$ cat src/rtl/branch_pkg.sv
// Shared encodings for the branch resolution path: branch-op codes,
// redirect FSM states and the default PC width.
package branch_pkg;

    localparam int PC_W_DEF    = 32;
    localparam int BR_OP_W_DEF = 3;

    // Branch-op encodings; 7 is reserved and behaves like NONE.
    localparam logic [2:0] BR_NONE = 3'd0;
    localparam logic [2:0] BR_BEQ  = 3'd1;
    localparam logic [2:0] BR_BNE  = 3'd2;
    localparam logic [2:0] BR_BLEZ = 3'd3;
    localparam logic [2:0] BR_BGTZ = 3'd4;
    localparam logic [2:0] BR_BLTZ = 3'd5;
    localparam logic [2:0] BR_BGEZ = 3'd6;

    // Redirect FSM: IDLE resolves branches, REDIR holds a redirect for fetch.
    typedef enum logic {
        ST_IDLE  = 1'b0,
        ST_REDIR = 1'b1
    } br_state_t;

endpackage

$ cat src/rtl/branch_cmp.sv
// Branch condition evaluator: BEQ/BNE compare rs and rt bitwise,
// the zero-compare ops look at rs as a signed value.
module branch_cmp
    import branch_pkg::*;
#(
    parameter int PC_W    = PC_W_DEF,
    parameter int BR_OP_W = BR_OP_W_DEF
) (
    input  logic [BR_OP_W-1:0] i_br_op,
    input  logic [PC_W-1:0]    i_rs,
    input  logic [PC_W-1:0]    i_rt,
    output logic               o_cond
);

    logic w_eq;
    logic w_neg;
    logic w_zero;

    assign w_eq   = (i_rs == i_rt);
    assign w_neg  = i_rs[PC_W-1];
    assign w_zero = (i_rs == '0);

    // Select the condition for the current op; NONE/reserved give 0.
    always_comb begin
        o_cond = 1'b0;
        case (i_br_op)
            BR_OP_W'(BR_BEQ):  o_cond = w_eq;
            BR_OP_W'(BR_BNE):  o_cond = ~w_eq;
            BR_OP_W'(BR_BLEZ): o_cond = w_neg | w_zero;
            BR_OP_W'(BR_BGTZ): o_cond = ~w_neg & ~w_zero;
            BR_OP_W'(BR_BLTZ): o_cond = w_neg;
            BR_OP_W'(BR_BGEZ): o_cond = ~w_neg;
            default:           o_cond = 1'b0;
        endcase
    end

endmodule

$ cat src/rtl/branch_resolve.sv
// EX-stage branch resolution: evaluates the branch, flags mispredicts,
// holds a redirect PC until fetch takes it, and registers the M-stage
// predictor update record.
// Optional macro BRANCH_STATS_EN adds saturating branch/mispredict counters.
module branch_resolve
    import branch_pkg::*;
#(
    parameter int PC_W    = PC_W_DEF,
    parameter int BR_OP_W = BR_OP_W_DEF
) (
    input  logic               clk,
    input  logic               rst,
    input  logic               validE,
    input  logic [BR_OP_W-1:0] br_opE,
    input  logic [PC_W-1:0]    pcE,
    input  logic [PC_W-1:0]    rs_valE,
    input  logic [PC_W-1:0]    rt_valE,
    input  logic [PC_W-1:0]    immE,
    input  logic               pred_takeE,
    input  logic               stallE,
    input  logic               flushM,
    input  logic               redirect_ready,
    output logic               actual_takeE,
    output logic               preErrorE,
    output logic               flush_req,
    output logic               redirect_valid,
    output logic [PC_W-1:0]    redirect_pc,
    output logic               fetch_hold,
    output logic               branchM,
    output logic               actual_takeM,
    output logic [PC_W-1:0]    pcM
`ifdef BRANCH_STATS_EN
    ,
    output logic [31:0]        stat_branches,
    output logic [31:0]        stat_mispredicts
`endif
);

    br_state_t       r_state;
    br_state_t       w_state_nxt;
    logic            w_isbr;
    logic            w_cond;
    logic [PC_W-1:0] w_seq_pc;
    logic [PC_W-1:0] w_tgt_pc;

    branch_cmp #(
        .PC_W    (PC_W),
        .BR_OP_W (BR_OP_W)
    ) u_cmp (
        .i_br_op (br_opE),
        .i_rs    (rs_valE),
        .i_rt    (rt_valE),
        .o_cond  (w_cond)
    );

    assign w_isbr = validE & (br_opE >= BR_OP_W'(BR_BEQ)) & (br_opE <= BR_OP_W'(BR_BGEZ));

    assign actual_takeE = w_isbr & w_cond;
    // Only checked in IDLE: during REDIR E holds the flushed bubble.
    assign preErrorE    = w_isbr & (actual_takeE != pred_takeE) & ~stallE & (r_state == ST_IDLE);
    assign flush_req    = preErrorE;

    // Offset is in words; additions wrap modulo 2^PC_W.
    assign w_seq_pc = pcE + PC_W'(4);
    assign w_tgt_pc = w_seq_pc + (immE << 2);

    // FSM state register
    always_ff @(posedge clk or posedge rst) begin
        if (rst) r_state <= ST_IDLE;
        else     r_state <= w_state_nxt;
    end

    // FSM next-state: enter REDIR on mispredict, leave on fetch handshake
    always_comb begin
        w_state_nxt = r_state;
        case (r_state)
            ST_IDLE:  if (preErrorE)      w_state_nxt = ST_REDIR;
            ST_REDIR: if (redirect_ready) w_state_nxt = ST_IDLE;
            default:                      w_state_nxt = ST_IDLE;
        endcase
    end

    // FSM outputs: redirect is pending and PC frozen for all of REDIR
    always_comb begin
        redirect_valid = (r_state == ST_REDIR);
        fetch_hold     = (r_state == ST_REDIR);
    end

    // Capture the correct next PC at the mispredict; stable through REDIR
    always_ff @(posedge clk or posedge rst) begin
        if (rst)            redirect_pc <= '0;
        else if (preErrorE) redirect_pc <= actual_takeE ? w_tgt_pc : w_seq_pc;
    end

    // M-stage update record: flush kills, stall inserts a bubble, else advance
    always_ff @(posedge clk or posedge rst) begin
        if (rst) begin
            branchM      <= 1'b0;
            actual_takeM <= 1'b0;
            pcM          <= '0;
        end else if (flushM || stallE) begin
            branchM      <= 1'b0;
        end else begin
            branchM      <= w_isbr;
            actual_takeM <= actual_takeE;
            pcM          <= pcE;
        end
    end

`ifdef BRANCH_STATS_EN
    // Saturating counters of resolved branches and mispredicts
    always_ff @(posedge clk or posedge rst) begin
        if (rst) begin
            stat_branches    <= '0;
            stat_mispredicts <= '0;
        end else begin
            if (w_isbr && !stallE && stat_branches != 32'hFFFF_FFFF)
                stat_branches <= stat_branches + 32'd1;
            if (preErrorE && stat_mispredicts != 32'hFFFF_FFFF)
                stat_mispredicts <= stat_mispredicts + 32'd1;
        end
    end
`endif

endmodule

$ cat config.mk
export PLATFORM = sky130hd
export DESIGN_NAME = branch_resolve
export DESIGN_NICKNAME = d
export VERILOG_FILES = /design/src/rtl/branch_pkg.sv /design/src/rtl/branch_cmp.sv /design/src/rtl/branch_resolve.sv
export SDC_FILE = /design/constraint.sdc
export NUM_CORES = 1
export LEC_CHECK = 0
export ABC_AREA = 0
export CORE_MARGIN = 5
export CORE_UTILIZATION = 25
export CTS_BUF_LIST = sky130_fd_sc_hd__clkbuf_4
export DETAILED_ROUTE_END_ITERATION = 12
export RECOVER_POWER = 100
export SETUP_SLACK_MARGIN = 0.5
export SLEW_MARGIN = 0
export SYNTH_ARGS = -nofsm -noshare
export SYNTH_HDL_FRONTEND = slang
export SYNTH_HIERARCHICAL = 1
export SYNTH_SLANG_ARGS = --single-unit
$ cat constraint.sdc
create_clock -name clk -period 3.9 [get_ports clk]
set_input_delay 0.78 -clock clk [delete_from_list [all_inputs] [get_ports clk]]
set_output_delay 0.78 -clock clk [all_outputs]
set_load 0.005 [all_outputs]
==> flow_summary.json, run 1 <==
{
  "status": "complete, but fails checks",
  "violations": "capacitance limit, slew limit",
  "dp_slack_ps": -840,
  "crit_fanout": 2,
  "viasPerCell": 4.69,
  "ant_nets": 0,
  "syn_avg_cell_area_um2": 8.93,
  "worst-path-buf-inv": 5,
  "setup_slack_ps": 7.73,
  "cp.arrival_ps": 3110,
  "num_rows": 54,
  "wl_per_cell_um": 17.8,
  "cap_violations": 1,
  "first_pass_iters": 5,
  "synth-adder-area-share": 0.0882,
  "dieWidth_um": 158,
  "finalWorstPathRequiredPeriod_ps": 3890,
  "slowest_delay_ps": 440,
  "synth_compound_area_frac": 0.176,
  "die_area_um2": 25000,
  "worst_ep_required_time_ps": 3120,
  "syn_area_um2": 5480,
  "postSynthCellCount": 613,
  "cpLargestDelayFamily": "simple AND/OR/NAND/NOR gates",
  "seq_area_um2": 1680,
  "worst_pin_slew_ps": 1630,
  "num_vias": 6072,
  "drt_iter0_markers": 292,
  "critical_path.slowest_cell": "or4_4",
  "dpl-instance-area_um2": 9030,
  "clk_latency_ps": 460,
  "crit_top_cell": "buf_6",
  "grt_antenna_before_repair": 2,
  "dp_hpwl_mm": 18.2,
  "power_density_nw_per_um2": 294,
  "grt.total_usage": 0.178,
  "synth_flop_cell": "dfrtp_1",
  "drc": 0,
  "stdcell_count": 1295,
  "core-area_um2": 21700,
  "numCtsBuffers": 9,
  "synth_top_family_by_area": "simple AND/OR/NAND/NOR gates",
  "yosys_warnings": 6,
  "ctsRootBufferMaster": "clkbuf_4",
  "cp_cell_sequence": "buf_6 -> xor2_1 -> nor4_1 -> buf_4 -> nand4_1 -> nor2_2 -> mux2_4 -> o211a_4 -> xnor2_1 -> or4_4 -> inv_4 -> buf_6 -> buf_6",
  "async_flop_share": 1.00,
  "grt_max_degree": 45,
  "start_util": 0.252,
  "grt_first_pass_wirelength_mm": 34.0,
  "critPathLaunchType": "input port",
  "grt-ovfl-total": 0,
  "critPathKind": "in2out",
  "synth.area.mux_share": 0.0711,
  "skew_ps": 11.6,
  "area_growth_pct": 82.2,
  "hold_class": "reg2reg",
  "gp_congestion": 0.912,
  "ys_ff_latch": 67,
  "layout-drive-gt1-share": 0.396,
  "synthSimpleGateAreaFrac": 0.187,
  "slew_headroom": -0.0878,
  "holdWs_ps": 490,
  "holdBufCountCts": 0,
  "port_buffers": 206,
  "drv_slew": 37,
  "rsz0062_at_grt": "yes",
  "clockBufferDepth": 2,
  "max_freq_mhz": 257,
  "dp_cells": 1246,
  "ys_types": 63,
  "dieHeight_um": 158,
  "synth_xor_area_frac": 0.136,
  "path_clk_slew_ps": 130,
  "cts_tree": "built",
  "design_area_um2": 9980,
  "multi_input_area_um2": 4240,
  "setup_viol": 0,
  "grt_pass1_vias": 6066,
  "syn_nets": 789,
  "wl_mm": 23.0,
  "ir_worst_vdd_mv": 0.128,
  "nFillCells": 2081,
  "cp-end-kind": "primary output",
  "htree_levels": 3,
  "p_leak_nw": 4.41,
  "post-route-period-util": 0.998,
  "ys_seq_area_frac": 0.306,
  "nNetsFinal": 1184,
  "synth-edff-count": 0,
  "hold_viol": 0,
  "clock-sinks": 67,
  "io_pins": 209
}
cell usage in the layout (no fill, tap or decap), types with 10 or more instances in the layout:
master,instances
a21o_1,15
a21oi_1,34
a21oi_2,13
buf_2,25
buf_4,178
buf_6,21
clkbuf_2,16
clkdlybuf4s15_1,21
clkdlybuf4s50_1,51
dfrtp_1,67
dlygate4sd2_1,14
dlygate4sd3_1,70
ha_1,26
ha_4,10
mux2_2,30
nand2_1,65
nand3_1,11
nand4_1,20
nor2_1,34
o21ai_0,21
o21ai_1,17
xnor2_1,30
xor2_1,41
layout make-up:
type                            count  share of cell area
Clock inverter                      7             0.00928
Clock buffer                        9             0.00677
Antenna cell                        2            0.000502
Multi-Input combinational cell    512               0.425
Timing Repair Buffer              407               0.351
Tap cell                          280              0.0351
Inverter                           11             0.00439
Sequential cell                    67               0.168
cell families after synthesis:
| logic type | count (synthesis) |
|---|---|
| buffers and inverters | 34 |
| muxes | 35 |
| DFF | 67 |
| AOI/OAI and AO/OA | 151 |
| xor gates and xnor gates | 84 |
| and+or+nand+nor | 204 |
| adders and majority gates | 38 |
through the flow:
| stage | setup TNS, ps | total power, mW | utilization |
|---|---|---|---|
| after detailed placement | -9210 | 2.33 | 0.417 |
| after CTS | -91.8 | 2.96 | 0.443 |
| after floorplan | -40.4 | 1.49 | - |
| after global placement | -8180 | 2.32 | 0.417 |
| final | 0 | 2.93 | 0.460 |
| after global routing | -259 | 3.13 | 0.460 |
synthesized netlist by cell type (all sizes together) (18+ instances only):
cell | n | area, um^2
xor2 | 47 | 419
nand2 | 68 | 255
nand4 | 20 | 125
xnor2 | 37 | 324
ha | 37 | 463
o21ai | 43 | 223
mux2 | 31 | 349
dfrtp | 67 | 1680
nor4 | 19 | 146
a21oi | 48 | 248
nand3 | 18 | 90.1
nor2 | 42 | 158
flip-flops by register name, summed over array words and instances (netlist names):
| name | flops |
|---|---|
| actual_takeM | 1 |
| branchM | 1 |
| fetch_hold | 1 |
| pcM | 32 |
| redirect_pc | 32 |
metal layers:
metal	share of wire	GRT usage	vias to the layer above	wire (um)
li1	-	-	3040	-
met1	0.46	0.245	2843	10500
met2	0.47	0.285	162	10900
met3	0.051	0.0353	27	1170
met4	0.019	0.0524	0	433
met5	0	0	-	0
worst paths after layout:
kind | startpoint | to | slack (ps) | depth (start not counted)
min | redirect_pc[1]$_DFFE_PP0P_ | redirect_pc[1]$_DFFE_PP0P_ | 490 | 2
max | rt_valE[19] | flush_req | 8 | 13
max reg2reg | fetch_hold$_DFF_PP0_ | redirect_pc[29]$_DFFE_PP0P_ | 1830 | 4
max in group asynchronous | rst | redirect_pc[21]$_DFFE_PP0P_ | 1250 | 3
min reg2reg | redirect_pc[1]$_DFFE_PP0P_ | redirect_pc[1]$_DFFE_PP0P_ | 490 | 2
min in group asynchronous | rst | pcM[7]$_DFFE_PP0N_ | 1040 | 2
report_power, final:
| group | leakage, nW | internal, mW | total [mW] | switching, mW |
|---|---|---|---|---|
| Combinational | 3.53 | 0.797 | 1.40 | 0.603 |
| Sequential | 0.804 | 0.862 | 0.957 | 0.0946 |
| Clock | 0.0812 | 0.258 | 0.575 | 0.318 |
| Total | 4.41 | 1.92 | 2.93 | 1.02 |
repair_timing:
item                                    in CTS  in global routing
hold endpoints to repair                     0                  0
pin swaps                                   84                 37
gates resized for setup                    306                 94
endpoints found under the setup margin      36                 23
gates cloned                                 0                  2
buffers inserted                            13                 16
worst register-to-register path: stages, from the launching register on:
cell and delay (ps):
dfrtp_1 450, or4_4 550, buf_4 310, a221oi_1 450
o311ai_2 180
No activity file was read; power rests on OpenSTA's default activity.
==> run 2, diff against run 1 <==
--- a/constraint.sdc
+++ b/constraint.sdc
@@ -3,2 +3,2 @@
 set_output_delay 0.78 -clock clk [all_outputs]
-set_load 0.005 [all_outputs]
+set_load 0.05 [all_outputs]
==> run 2 against run 1 <==
Against the previous run:
- the run still ends with capacitance limit, slew limit left
- flip-flop and latch count did not move
- hold slack got worse by 4.4 ps
- register-to-register slack improved by 20 ps
- via count rose by 2.0%
- cell area rose by 0.54%
- die area did not move
- critical path depth fell by 2
- critical endpoint is now preErrorE
- largest cell class unchanged
==> flow_summary.json, run 2 (synthesis results as in run 1) <==
{
  "wl_per_cell_um": 17.1,
  "p_int_mw": 1.92,
  "critPathKind": "in2out",
  "drt_iter0_markers": 212,
  "pwr-share-seq": 0.270,
  "mostFrequentLayoutCells": "buf_4 (191), dlygate4sd3_1 (70), dfrtp_1 (67), nand2_1 (63), clkdlybuf4s50_1 (51)",
  "worst_ep_required_time_ps": 3120,
  "cp_cell_sequence": "buf_2 -> xor2_1 -> nor4_2 -> nand4_1 -> nor2_2 -> mux2_4 -> o211a_4 -> xnor2_2 -> or4_4 -> inv_6 -> buf_12",
  "first_pass_iters": 5,
  "crit_fanout": 3,
  "p_total_mw": 3.52,
  "finalWorstPathRequiredPeriod_ps": 3870,
  "core-area_um2": 21700,
  "skew_ps": 11.5,
  "port_buffers": 206,
  "reg_top3": "pcM (32), redirect_pc (32)",
  "gp_congestion": 0.865,
  "final_core_util": 0.462,
  "drc": 0,
  "violations": "capacitance limit, slew limit",
  "max_freq_mhz": 258,
  "grt_antenna_before_repair": 3,
  "critical_path.slowest_cell": "or4_4",
  "p_sw_mw": 1.59,
  "p_leak_nw": 4.44,
  "nNetsFinal": 1192,
  "hold_viol": 0,
  "ff2ff_setup_slack_ps": 1850,
  "p_sw_frac": 0.453,
  "pwr-share-clk": 0.156,
  "drv_slew": 106,
  "cp.arrival_ps": 3090,
  "layout_commonest_cell": "buf_4",
  "grt_max_degree": 68,
  "ir_worst_vdd_mv": 0.135,
  "stdcell_count": 1303,
  "wl_mm": 22.3,
  "grt_pass1_vias": 6407,
  "numCtsBuffers": 9,
  "slowest_delay_ps": 480,
  "viasPerCell": 4.75,
  "status": "complete, but fails checks",
  "holdWs_ps": 486,
  "clockBufferDepth": 2,
  "dp_cells": 1254,
  "start_util": 0.252,
  "die_area_um2": 25000,
  "critPathLaunchType": "input port",
  "post-route-period-util": 0.992,
  "grt_first_pass_wirelength_mm": 33.8,
  "cap_violations": 2,
  "clock-sinks": 67,
  "grt.total_usage": 0.176,
  "io_pins": 209,
  "p_comb_frac": 0.573,
  "area_growth_pct": 83.2,
  "dp_hpwl_mm": 17.8,
  "cts_tree": "built",
  "rsz0062_at_grt": "yes",
  "worst_pin_slew_ps": 2860,
  "ctsRootBufferMaster": "clkbuf_4",
  "num_vias": 6195,
  "holdBufCountCts": 0,
  "dieWidth_um": 158,
  "dieHeight_um": 158,
  "htree_levels": 3,
  "hold_class": "reg2reg",
  "slew_headroom": -0.909,
  "cp-end-kind": "primary output",
  "power_density_nw_per_um2": 351,
  "layout-drive-gt1-share": 0.405,
  "grt-ovfl-total": 0,
  "clk_latency_ps": 460,
  "num_rows": 54,
  "setup_viol": 0,
  "ant_nets": 0,
  "path_clk_slew_ps": 110
}
## run 2: worst max-delay path, delay by kind of cell
family	cells	cell delay, ps
xor+xnor	2	270
compound gates	1	240
buf+inv	3	340
simple gates	4	1130
mux	1	310
## run 2: worst paths after layout
path                       depth (start not counted)                           to                       start
setup / recovery                                  11                    preErrorE                 rs_valE[28]
hold reg to reg                                    2   redirect_pc[9]$_DFFE_PP0P_  redirect_pc[9]$_DFFE_PP0P_
hold / removal                                     2   redirect_pc[9]$_DFFE_PP0P_  redirect_pc[9]$_DFFE_PP0P_
max in group asynchronous                          3          pcM[25]$_DFFE_PP0N_                         rst
min in group asynchronous                          3           pcM[2]$_DFFE_PP0N_                         rst
setup reg to reg                                   5  redirect_pc[29]$_DFFE_PP0P_        fetch_hold$_DFF_PP0_
## run 2: metrics by stage
step,worst slack [ps],setup TNS (ps),instance area [um^2]
floorplan,-113,-113,5530
finish,30.4,0,10000
global route,-50.5,-97.4,10000
CTS,-21.9,-39.2,9770
global placement,-562,-10000,9120
detailed placement,-562,-10510,9120
## run 2: cell type report
type / count / area, um^2
fill: 2093 / 11700
tap: 280 / 350
antenna: 2 / 5.00
clock buffer: 10 / 75.1
timing repair buffer: 415 / 3540
multi-input combinational: 512 / 4260
clock inverter: 6 / 80.1
sequential: 67 / 1680
inverter: 11 / 46.3
## run 2: timing repair
action / in CTS / in global routing
resized for setup: 289 / 90
pin swaps: 51 / 45
endpoints found under the setup margin: 36 / 20
hold endpoints to repair: 0 / 0
buffers inserted: 23 / 8
## run 2: routing by layer
metal  vias to the layer above  track usage  share of wire
met5                         -            0        0.00058
met2                       191        0.319           0.51
met3                        34       0.0495          0.073
li1                       3031            -              -
met4                         2       0.0552          0.022
met1                      2937        0.200           0.39
## run 2: power groups by stage
stage / Combinational, mW / Clock (mW) / Sequential, mW
6_report: 2.02 / 0.550 / 0.951
5_1_grt: 2.15 / 0.594 / 0.977
4_1_cts: 2.05 / 0.567 / 0.964
3_5_place_dp: 1.98 / 0 / 0.978
3_3_place_gp: 1.98 / 0 / 0.971
2_1_floorplan: 0.523 / 0 / 1.57
